**src/rtl/subsurf_pass_sequencer.sv**
```systemverilog
// subsurf_pass_sequencer
// Runs the subdivision pass units one after another from a single start pulse.
// Vertex and face counts are checked before any pass unit is started.
// Every pass is guarded by two watchdogs: one on the busy acknowledge, one on the run length.
// Only the unit that currently owns the sequence is connected to the shared object-RAM port.
module subsurf_pass_sequencer #(
  parameter int NUM_STAGES    = 4,
  parameter int RAM_DEPTH     = 512,
  parameter int MAX_VERTS     = 128,
  parameter int ACK_TIMEOUT   = 4,
  parameter int STAGE_TIMEOUT = 65535,
  localparam int SW = (NUM_STAGES > 1) ? $clog2(NUM_STAGES) : 1
) (
  input  logic                     clk,
  input  logic                     rst_n,
  input  logic                     start,
  input  logic [31:0]              vertex_count,
  input  logic [31:0]              face_count,
  output logic                     busy,
  output logic                     done,
  output logic                     err,
  output logic [1:0]               err_code,
  output logic [SW-1:0]            cur_stage,
  output logic [NUM_STAGES-1:0]    stage_start,
  input  logic [NUM_STAGES-1:0]    stage_busy,
  input  logic [NUM_STAGES-1:0]    stage_en,
  input  logic [4*NUM_STAGES-1:0]  stage_we,
  input  logic [9*NUM_STAGES-1:0]  stage_a,
  input  logic [32*NUM_STAGES-1:0] stage_di,
  output logic                     ram_en,
  output logic [3:0]               ram_we,
  output logic [8:0]               ram_a,
  output logic [31:0]              ram_di
);

  localparam int AW = $clog2(ACK_TIMEOUT + 1);
  localparam int WW = $clog2(STAGE_TIMEOUT + 1);
  localparam logic [31:0]   MAX_V     = 32'(MAX_VERTS);
  localparam logic [33:0]   DEPTH_W   = 34'(RAM_DEPTH);
  localparam logic [AW-1:0] ACK_LAST  = AW'(ACK_TIMEOUT - 1);
  localparam logic [WW-1:0] WD_LAST   = WW'(STAGE_TIMEOUT - 1);
  localparam logic [SW-1:0] LAST_STG  = SW'(NUM_STAGES - 1);

  typedef enum logic [2:0] {
    S_IDLE, S_CHECK, S_LAUNCH, S_ACK, S_RUN, S_DONE, S_ERR
  } state_e;

  state_e                  state_q;
  logic [31:0]             vcnt_q;
  logic [31:0]             fcnt_q;
  logic [SW-1:0]           cur_q;
  logic [AW-1:0]           ack_cnt_q;
  logic [WW-1:0]           wd_cnt_q;
  logic                    busy_q;
  logic                    done_q;
  logic                    err_q;
  logic [1:0]              err_code_q;
  logic [NUM_STAGES-1:0]   start_q;

  // Per-unit RAM request fields unpacked so the owner can be picked by index.
  logic [3:0]  we_arr [NUM_STAGES];
  logic [8:0]  a_arr  [NUM_STAGES];
  logic [31:0] di_arr [NUM_STAGES];

  for (genvar k = 0; k < NUM_STAGES; k++) begin : g_unpack
    assign we_arr[k] = stage_we[4*k +: 4];
    assign a_arr[k]  = stage_a[9*k +: 9];
    assign di_arr[k] = stage_di[32*k +: 32];
  end

  // Each triangle takes three RAM words; widen to 34 bits so no face count can wrap.
  logic [33:0]           face_words_d;
  logic                  counts_bad_d;
  logic                  owner_busy_d;
  logic [SW-1:0]         next_stage_d;
  logic                  owns_ram_d;

  assign face_words_d = {2'b00, fcnt_q} + {1'b0, fcnt_q, 1'b0};
  assign counts_bad_d = (vcnt_q == 32'd0) || (vcnt_q > MAX_V) ||
                        (fcnt_q == 32'd0) || (face_words_d > DEPTH_W);
  assign owner_busy_d = stage_busy[cur_q];
  assign next_stage_d = cur_q + SW'(1);
  assign owns_ram_d   = (state_q == S_LAUNCH) || (state_q == S_ACK) || (state_q == S_RUN);

  assign busy        = busy_q;
  assign done        = done_q;
  assign err         = err_q;
  assign err_code    = err_code_q;
  assign cur_stage   = cur_q;
  assign stage_start = start_q;

  // Route the owning unit onto the RAM port and park the port whenever no pass is active.
  always_comb begin
    ram_en = 1'b0;
    ram_we = 4'd0;
    ram_a  = 9'd0;
    ram_di = 32'd0;
    if (owns_ram_d) begin
      ram_en = stage_en[cur_q];
      ram_we = we_arr[cur_q];
      ram_a  = a_arr[cur_q];
      ram_di = di_arr[cur_q];
    end else begin
      ram_en = 1'b0;
      ram_we = 4'd0;
      ram_a  = 9'd0;
      ram_di = 32'd0;
    end
  end

  // Sequencer FSM with registered status outputs, start pulses and watchdog counters.
  always_ff @(posedge clk or negedge rst_n) begin
    if (!rst_n) begin
      state_q    <= S_IDLE;
      vcnt_q     <= 32'd0;
      fcnt_q     <= 32'd0;
      cur_q      <= '0;
      ack_cnt_q  <= '0;
      wd_cnt_q   <= '0;
      busy_q     <= 1'b0;
      done_q     <= 1'b0;
      err_q      <= 1'b0;
      err_code_q <= 2'd0;
      start_q    <= '0;
    end else begin
      case (state_q)
        S_IDLE: begin
          if (start) begin
            vcnt_q     <= vertex_count;
            fcnt_q     <= face_count;
            err_code_q <= 2'd0;
            busy_q     <= 1'b1;
            state_q    <= S_CHECK;
          end
        end
        S_CHECK: begin
          if (counts_bad_d) begin
            err_q      <= 1'b1;
            busy_q     <= 1'b0;
            err_code_q <= 2'd1;
            state_q    <= S_ERR;
          end else begin
            cur_q     <= '0;
            start_q   <= NUM_STAGES'(1);
            ack_cnt_q <= '0;
            wd_cnt_q  <= '0;
            state_q   <= S_LAUNCH;
          end
        end
        S_LAUNCH: begin
          start_q   <= '0;
          ack_cnt_q <= '0;
          wd_cnt_q  <= '0;
          state_q   <= S_ACK;
        end
        S_ACK: begin
          if (owner_busy_d) begin
            state_q <= S_RUN;
          end else if (ack_cnt_q == ACK_LAST) begin
            err_q      <= 1'b1;
            busy_q     <= 1'b0;
            err_code_q <= 2'd2;
            state_q    <= S_ERR;
          end else begin
            ack_cnt_q <= ack_cnt_q + AW'(1);
          end
        end
        S_RUN: begin
          if (!owner_busy_d) begin
            if (cur_q == LAST_STG) begin
              done_q  <= 1'b1;
              busy_q  <= 1'b0;
              state_q <= S_DONE;
            end else begin
              cur_q   <= next_stage_d;
              start_q <= NUM_STAGES'(1) << next_stage_d;
              state_q <= S_LAUNCH;
            end
          end else if (wd_cnt_q == WD_LAST) begin
            err_q      <= 1'b1;
            busy_q     <= 1'b0;
            err_code_q <= 2'd3;
            state_q    <= S_ERR;
          end else begin
            wd_cnt_q <= wd_cnt_q + WW'(1);
          end
        end
        S_DONE: begin
          done_q  <= 1'b0;
          cur_q   <= '0;
          state_q <= S_IDLE;
        end
        S_ERR: begin
          err_q   <= 1'b0;
          cur_q   <= '0;
          state_q <= S_IDLE;
        end
        default: begin
          busy_q  <= 1'b0;
          done_q  <= 1'b0;
          err_q   <= 1'b0;
          start_q <= '0;
          cur_q   <= '0;
          state_q <= S_IDLE;
        end
      endcase
    end
  end

endmodule

```
**config.mk**
```make
export PLATFORM = sky130hd
export DESIGN_NAME = subsurf_pass_sequencer
export DESIGN_NICKNAME = d
export VERILOG_FILES = /design/src/rtl/subsurf_pass_sequencer.sv
export SDC_FILE = /design/constraint.sdc
export NUM_CORES = 1
export LEC_CHECK = 0
export ABC_AREA = 1
export CAP_MARGIN = 15
export CORE_ASPECT_RATIO = 0.8
export CORE_MARGIN = 2
export CORE_UTILIZATION = 47
export CTS_CLUSTER_DIAMETER = 80
export DETAILED_ROUTE_END_ITERATION = 16
export GPL_TIMING_DRIVEN = 0
export PLACE_DENSITY = 0.82
export SETUP_SLACK_MARGIN = 0.02
export SYNTH_ARGS = -nofsm -noshare
export SYNTH_HDL_FRONTEND = slang
export SYNTH_SLANG_ARGS = --single-unit
```
**constraint.sdc**
```tcl
create_clock -name clk -period 7 [get_ports clk]
set_input_delay 1.4 -clock clk [delete_from_list [all_inputs] [get_ports clk]]
set_output_delay 1.4 -clock clk [all_outputs]
set_load 0.02 [all_outputs]
```
Word level (Yosys, flattened, before mapping). Cells that the tools add are included.

Register bits after elaboration: 97. Output and inout port bits: 57. Logic and storage cells: 141. Input port bits: 255.

Reductions and logical operators: 26. Shift-type cells: 1. Multiplexer cells: 65. Order comparisons: 4. Add/subtract/negate cells: 4. Equality and inequality tests: 24. Bitwise operators: 6.

Operators by type and width (count): $mux W32 (3); $bmux W32 S2 (1); $logic_not A32 Y1 (2); $mux W16 (3); $pmux W16 S3 (1); $add A32 B33 Y34 (1); $gt A34 B10 Y1 const B (1); $gt A32 B8 Y1 const B (1); $mux W3 (10); $mux W9 (3); $mux W4 (6); $bmux W9 S2 (1); $mux W2 (9); $ne A2 B2 Y1 const B (9); $mux W1 (17); $add A16 B1 Y16 const B (1); $eq A16 B16 Y1 const B (1); $reduce_and A4 Y1 (4); $pmux W3 S5 (1); $reduce_and A7 Y1 (2); $pmux W4 S3 (1); $eq A3 B2 Y1 const B (3); $eq A3 B3 Y1 const B (3); $ne A3 B2 Y1 const B (3); other kinds (28) (43).

Logic depth before layout (Yosys ltp). Gate-level depths: netlist of run 1.

Depth after elaboration: 6. Mapped depth: 23. Mapped depth without buffers: 22.

Worst setup path after synthesis of run 1. OpenSTA, ideal clock, no wires.

Path type: input -> output. From: in stage_a[8]. To: out ram_a[8]. Required time: 5.600 ns. Slack: 3.647 ns. Data arrival time: 1.953 ns. Cell stages on the path: 4. Buffers on the path: 0. Cells stage by stage: nor2_1 nor2_1 o21ai_0 a21oi_1.

Cells in the longest elaborated chain, start to end: 4.

RTL lines: start: declaration (line 28) `input logic [9*NUM_STAGES-1:0] stage_a,`; $bmux W9 S2 (line 101) `ram_a = a_arr[cur_q];`; $mux W9 (implied by the code) (2 in series) (line 101); $mux W9 (line 98) `if (owns_ram_d) begin`; end: declaration (line 32) `output logic [8:0] ram_a,`.

Every way passes these cells. The select of a mux whose other input is x is not followed.

Worst setup path after layout of run 1.
From: reg cur_q[0] (netlist: cur_stage[0]). To: out ram_en.

Cells in the longest elaborated chain, start to end: 3.

RTL lines: start: declaration (line 51) `logic [SW-1:0] cur_q;`; start signal: assignment (line 175) `cur_q <= next_stage_d;`; $bmux W1 S2 (line 99) `ram_en = stage_en[cur_q];`; $mux W1 (implied by the code) (line 99); $mux W1 (line 98); end: declaration (line 30) `output logic ram_en,`.

Every way passes these cells. The select of a mux whose other input is x is not followed.

==> results of run 1 <==
## tightest hold or removal path, delay by kind of cell, from the launching register on
kind / cells / cell delay, ns
simple gates: 2 / 0.11
flops: 1 / 0.34
## where the power goes
| group | switching [mW] | leakage (nW) | internal, mW |
|---|---|---|---|
| clock | 0.265 | 0.154 | 0.260 |
| sequential | 0.162 | 1.17 | 0.778 |
| combinational | 2.65 | 4.86 | 1.54 |
| total | 3.08 | 6.19 | 2.58 |
## layer usage
metal / global-route usage / share of wire / up-vias
li1: - / - / 5338
met1: 0.446 / 0.43 / 4966
met2: 0.508 / 0.45 / 465
met3: 0.0779 / 0.095 / 62
met4: 0.0961 / 0.026 / 2
met5: 0 / 0.00037 / -
## area by class of cell
cell class,instances,share of cell area
Buffer,51,0.0172
Clock buffer,9,0.0172
Clock inverter,7,0.00718
Inverter,198,0.0569
Multi-Input combinational cell,1140,0.451
Sequential cell,97,0.186
Tap cell,258,0.0247
Timing Repair Buffer,312,0.240
## final timing paths
kind                                            startpoint                    endpoint  slack (ns)
min in group asynchronous                            rst_n       fcnt_q[3]$_DFFE_PN0P_        0.99
worst max register to register       fcnt_q[1]$_DFFE_PN0P_      state_q[2]$_DFFE_PN0P_        4.00
worst max-delay path              cur_stage[0]$_DFFE_PN0P_                      ram_en        1.67
worst min-delay path            stage_start[1]$_DFFE_PN0P_  stage_start[1]$_DFFE_PN0P_        0.48
max in group asynchronous                            rst_n      fcnt_q[22]$_DFFE_PN0P_        5.33
worst min register to register  stage_start[1]$_DFFE_PN0P_  stage_start[1]$_DFFE_PN0P_        0.48
## flip-flops by register name (all words and copies together) (netlist names)
name and flops:
busy 1, err_code 2, wd_cnt_q 16, state_q 3, ack_cnt_q 3, stage_start 4
cur_stage 2, fcnt_q 32, done 1, err 1, vcnt_q 32
## cells by family after synthesis
kind of cell	count (synthesis)	synth area share
buf+inv	249	0.104
compound gates	226	0.133
mux	32	0.0388
flops	97	0.262
xor+xnor	9	0.00849
fa+ha+maj	57	0.0785
simple gates	816	0.376
## stage by stage
| step | instance area (sq um) | setup slack, ns | utilization | hold WS, ns |
|---|---|---|---|---|
| 4_1_cts | 13100 | 1.82 | 0.682 | 0.478 |
| 5_1_grt | 13100 | 1.54 | 0.682 | 0.506 |
| 3_5_place_dp | 12700 | 2.13 | 0.666 | 0.461 |
| 6_report | 13100 | 1.67 | 0.682 | 0.484 |
| 3_3_place_gp | 12700 | 0.867 | 0.664 | 0.459 |
| 2_1_floorplan | 9280 | 3.65 | - | 0.455 |
## cell usage after synthesis (all sizes together)
cell type and n:
nand2 361, nor2 320, inv 198, o21ai 118, a21oi 99, dfrtp 97
nand3 69, ha 55, clkbuf 33, mux2 32, nand4 20, buf 18
or2 14, nor3 13, nand3b 10, and2 7, xor2 6, o21bai 3
xnor2 3, a21o 2, fa 2, nor4 2, a31o 1, o22ai 1
o32a 1, o41ai 1
==> metrics.txt, run 1 <==
IO Pins roughly 310; Yosys reg bits 97; setup TNS 0 ns; Setup CP Type reg -> out; Final Hold Vio Count 0; CP Launch Type register; post_cts resized 0; gp weighted congestion 0.954; share of the synthesized area in the top cell type 0.262; drt drc 0; post-synth net total 1798; total track usage 0.323; Reg clk slew, reported paths 0.08 ns; Ant. Diodes 0; Layout Skew about 0.0089 ns; required time of the critical path roughly 5.6 ns; vias per cell 5.23; Layout area overhead 40.7%; row cnt between 40 and 50; RSZ-0062 raised after global routing no; ratio of cells with drive above 1 in the final layout 0.0783; synth top area cells dfrtp_1 (26%), nand2_1 (13%), nor2_1 (12%); Mapped Cells 1486; CTS tree done; Hold Path Stages 2; drt first pass iters 5; Yosys top cell by area dfrtp_1; fin crit share 0.762; Die H between 100 and 150 um; worst slew pin tran just over 1 ns; Filler Cells Inserted ~1700; CTS Sinks 97; core area 19100 sq um; total CTS buffers 9; I/O Buffers 311; pwr dens 433 nW/um^2; area of the multi-input gates 5890 sq um; CTS max path bufs 2; 1st-iter DRT viols 893; Leakage between 6 and 7 nW; non-filler instance count after layout between 2000 and 2500; CP Capture Type output pin; commonest cells after routing, fill and taps aside nand2_1 (333), clkdlybuf4s50_1 (310), nor2_1 (306), inv_1 (193), a21oi_1 (99); Hold Buf Count CTS 0; Worst-Skew Late Latency approximately 0.36 ns; Via Count 10800; Die Width 161 um; initial core utilization 0.485; Syn Area/Cell 6.25 sq um; largest stage delay on the critical path 0.70 ns; max-cap violations 0; Arr. time, crit path 3.93 ns; most common cell after layout, fill and taps aside nand2_1; vias in the first global route between 10000 and 15000; Fmax 187 MHz; Reg area approximately 2400 sq um; CP delay by family, top buffers and inverters; die area between 20000 and 25000 sq um; fin nets between 2000 and 2500; CP Max Fanout 10; ANT nets after route 0; Routed WL 34700 um; Final Max Tran Viols 0; HP Class reg -> reg; total power 5.66 mW; status finished, final reports clean; Buffers & Inverters on Critical Path 4; first-pass GRT wire length roughly 53000 um; largest net degree at the start of global routing 66; total grt overflow 0; CP max-delay cell clkdlybuf4s50_1; H-Tree Depth 3; Post-CTS Setup Inserts 0; dpl cells 2056; drt wl/cell 16.7 um; Root Driver clkbuf_16; register area share after synthesis 0.262; Synth cell types 39; CP Cell Sequence clkbuf_1 -> clkbuf_1 -> buf_1 -> nor2_1 -> nor2_1 -> o21ai_0 -> a21oi_1 -> clkdlybuf4s50_1; initial antenna violation count 1; fin crit period 5.33 ns; Rel. slew slack 0.311; Critical Path Stages 8; final setup vio count 0; IR drop worst, VDD 0.000188 V; hpwl dp 28700 um; yosys warns 0; cells on worst reg2reg path 22; Synth Cell Area roughly 9300 sq um
Note: power is estimated with default switching activity, not from simulation.
==> run 2: changes to the inputs <==
--- a/config.mk
+++ b/config.mk
@@ -9,11 +9,11 @@
 export CAP_MARGIN = 15
 export CORE_ASPECT_RATIO = 0.8
 export CORE_MARGIN = 2
-export CORE_UTILIZATION = 47
+export CORE_UTILIZATION = 43
 export CTS_CLUSTER_DIAMETER = 80
 export DETAILED_ROUTE_END_ITERATION = 16
 export GPL_TIMING_DRIVEN = 0
-export PLACE_DENSITY = 0.82
+export PLACE_DENSITY = 0.79
 export SETUP_SLACK_MARGIN = 0.02
 export SYNTH_ARGS = -nofsm -noshare
 export SYNTH_HDL_FRONTEND = slang
==> constraint.sdc (replaced) <==
create_clock -name clk -period 4.9 [get_ports clk]
set_input_delay 0.98 -clock clk [delete_from_list [all_inputs] [get_ports clk]]
set_output_delay 0.98 -clock clk [all_outputs]
set_load 0.02 [all_outputs]
==> run 2 against run 1 <==
  * Critical path depth unchanged
  * Combinational power grew 41%
  * Clock power increased by 39%
  * Largest cell class unchanged
==> metrics.txt, run 2 (synthesis results as in run 1) <==
status finished, final reports clean; required time of the critical path 3.92 ns (-1.68 ns); Final Max Tran Viols 0 (unchanged); CP Capture Type output pin; post_cts resized 0 (unchanged); fin crit share 0.899; CP delay by family, top buffers and inverters; largest net degree at the start of global routing 58 (-12%); dpl cells 2073 (+0.83%); HP Class reg -> reg; Reg clk slew, reported paths 0.07 ns (about the same); CP Max Fanout 10 (unchanged); vias in the first global route 9401 (-6.9%); CTS max path bufs 2 (unchanged); fin crit period 4.41 ns; drt wl/cell 16.0 um (-4.7%); Die H 135 um (+4.4%); most common cell after layout, fill and taps aside nand2_1; Fmax about 230 MHz; initial antenna violation count 1 (unchanged); worst slew pin tran 1.02 ns (-0.00737 ns); Routed met2 length 14400 um (-7.2%); fin nets 2121 (unchanged); Hold Buf Count CTS 0 (unchanged); vias per cell 5.08 (-2.9%); setup TNS 0 ns (unchanged); CP max-delay cell clkdlybuf4s50_1; Buffers & Inverters on Critical Path 4 (unchanged); max-cap violations 0 (unchanged); Die Width 168 um (+4.4%); ANT nets after route 0 (unchanged); Setup CP Type reg -> out; I/O Buffers 311 (unchanged); Post-CTS Setup Inserts 0 (unchanged); row cnt 48 (+6.7%); IR drop worst, VDD 0.000271 V (+44%); RSZ-0062 raised after global routing no; Leakage 6.18 nW (about the same); Layout Skew 0.0137 ns (+0.00489 ns); total grt overflow 0 (unchanged); 1st-iter DRT viols 831 (-6.9%); largest stage delay on the critical path 0.64 ns (-0.06 ns); IO Pins 312 (unchanged); CP Launch Type register; non-filler instance count after layout 2090 (+0.87%); drt drc 0 (unchanged); met3 routed WL 2760 um (-16%); total CTS buffers 9 (unchanged); core area 21400 sq um (+12%); H-Tree Depth 3 (unchanged); final core utilization 0.611 (-0.0709); CP Cell Sequence clkbuf_1 -> clkbuf_1 -> buf_1 -> nor2_1 -> nor2_1 -> o21ai_0 -> a21oi_1 -> clkdlybuf4s50_1; CTS tree done; Via Count 10600 (-2.0%); final hold slack 0.480 ns (-0.00355 ns); ratio of cells with drive above 1 in the final layout 0.0783 (unchanged); M1 WL 15800 um (+5.1%); final setup vio count 0 (unchanged); Root Driver clkbuf_16; drt first pass iters 6 (+1); Routed WL 33300 um (-3.9%); Final Hold Vio Count 0 (unchanged); Worst-Skew Late Latency 0.37 ns (about the same); commonest cells after routing, fill and taps aside nand2_1 (333), clkdlybuf4s50_1 (310), nor2_1 (306), inv_1 (193), a21oi_1 (99); Rel. slew slack 0.316 (+0.00493); die area 22800 sq um (+9.0%); Arr. time, crit path 3.43 ns (-0.50 ns); pwr dens 613 nW/um^2 (+42%); hpwl dp 27800 um (-3.0%); DR top layer met4; first-pass GRT wire length 50600 um (-4.2%); initial core utilization 0.434 (-0.0507); total track usage 0.284 (-0.0398); Layout area overhead 40.8% (about the same); gp weighted congestion 0.960 (+0.57%); CTS Sinks 97 (unchanged); Top Registers fcnt_q (32), vcnt_q (32), wd_cnt_q (16)
-- run 2: through the flow --
stage / power (mW) / worst slack [ns] / instance area (sq um)
2_1_floorplan: 5.32 / 2.05 / 9280
3_3_place_gp: 7.08 / -0.833 / 12700
3_5_place_dp: 7.18 / 0.947 / 12800
4_1_cts: 7.95 / 0.541 / 13100
5_1_grt: 8.74 / 0.308 / 13100
6_report: 8.02 / 0.495 / 13100
-- run 2: routing by layer --
metal	vias up	track usage
met5	-	0
met2	397	0.426
met1	4849	0.410
met4	0	0.0608
li1	5335	-
met3	30	0.0727
-- run 2: path summary, 6_finish.rpt --
kind / to / depth (start not counted) / slack, ns / startpoint
max: ram_di[22] / 8 / 0.49 / cur_stage[0]$_DFFE_PN0P_
min: stage_start[3]$_DFFE_PN0P_ / 2 / 0.48 / stage_start[3]$_DFFE_PN0P_
max reg2reg: wd_cnt_q[4]$_DFFE_PN0P_ / 22 / 1.83 / fcnt_q[1]$_DFFE_PN0P_
min reg2reg: stage_start[3]$_DFFE_PN0P_ / 2 / 0.48 / stage_start[3]$_DFFE_PN0P_
max in group asynchronous: fcnt_q[20]$_DFFE_PN0P_ / 2 / 3.60 / rst_n
min in group asynchronous: vcnt_q[29]$_DFFE_PN0P_ / 1 / 0.60 / rst_n
-- run 2: power by group --
part	switching, mW	internal [mW]	leakage, nW
Clock	0.367	0.365	0.150
Sequential	0.236	1.11	1.17
Combinational	3.74	2.20	4.86
-- run 2: tightest hold or removal path, stage by stage (launching register included) --
cell and delay [ns]:
dfrtp_1 0.35, nand2_1 0.06, nand2_1 0.05
-- run 2: layout make-up --
| class | instances | area [sq um] |
|---|---|---|
| diodes | 1 | 2.50 |
| plain buffers | 51 | 225 |
| clock buffers | 9 | 225 |
| well taps | 275 | 344 |
| multi-input cells | 1140 | 5890 |
| repair buffers | 312 | 3140 |
| fillers | 2010 | 8310 |
| clock inverters | 7 | 81.3 |
| flip-flops and latches | 97 | 2430 |
| inverters | 198 | 743 |
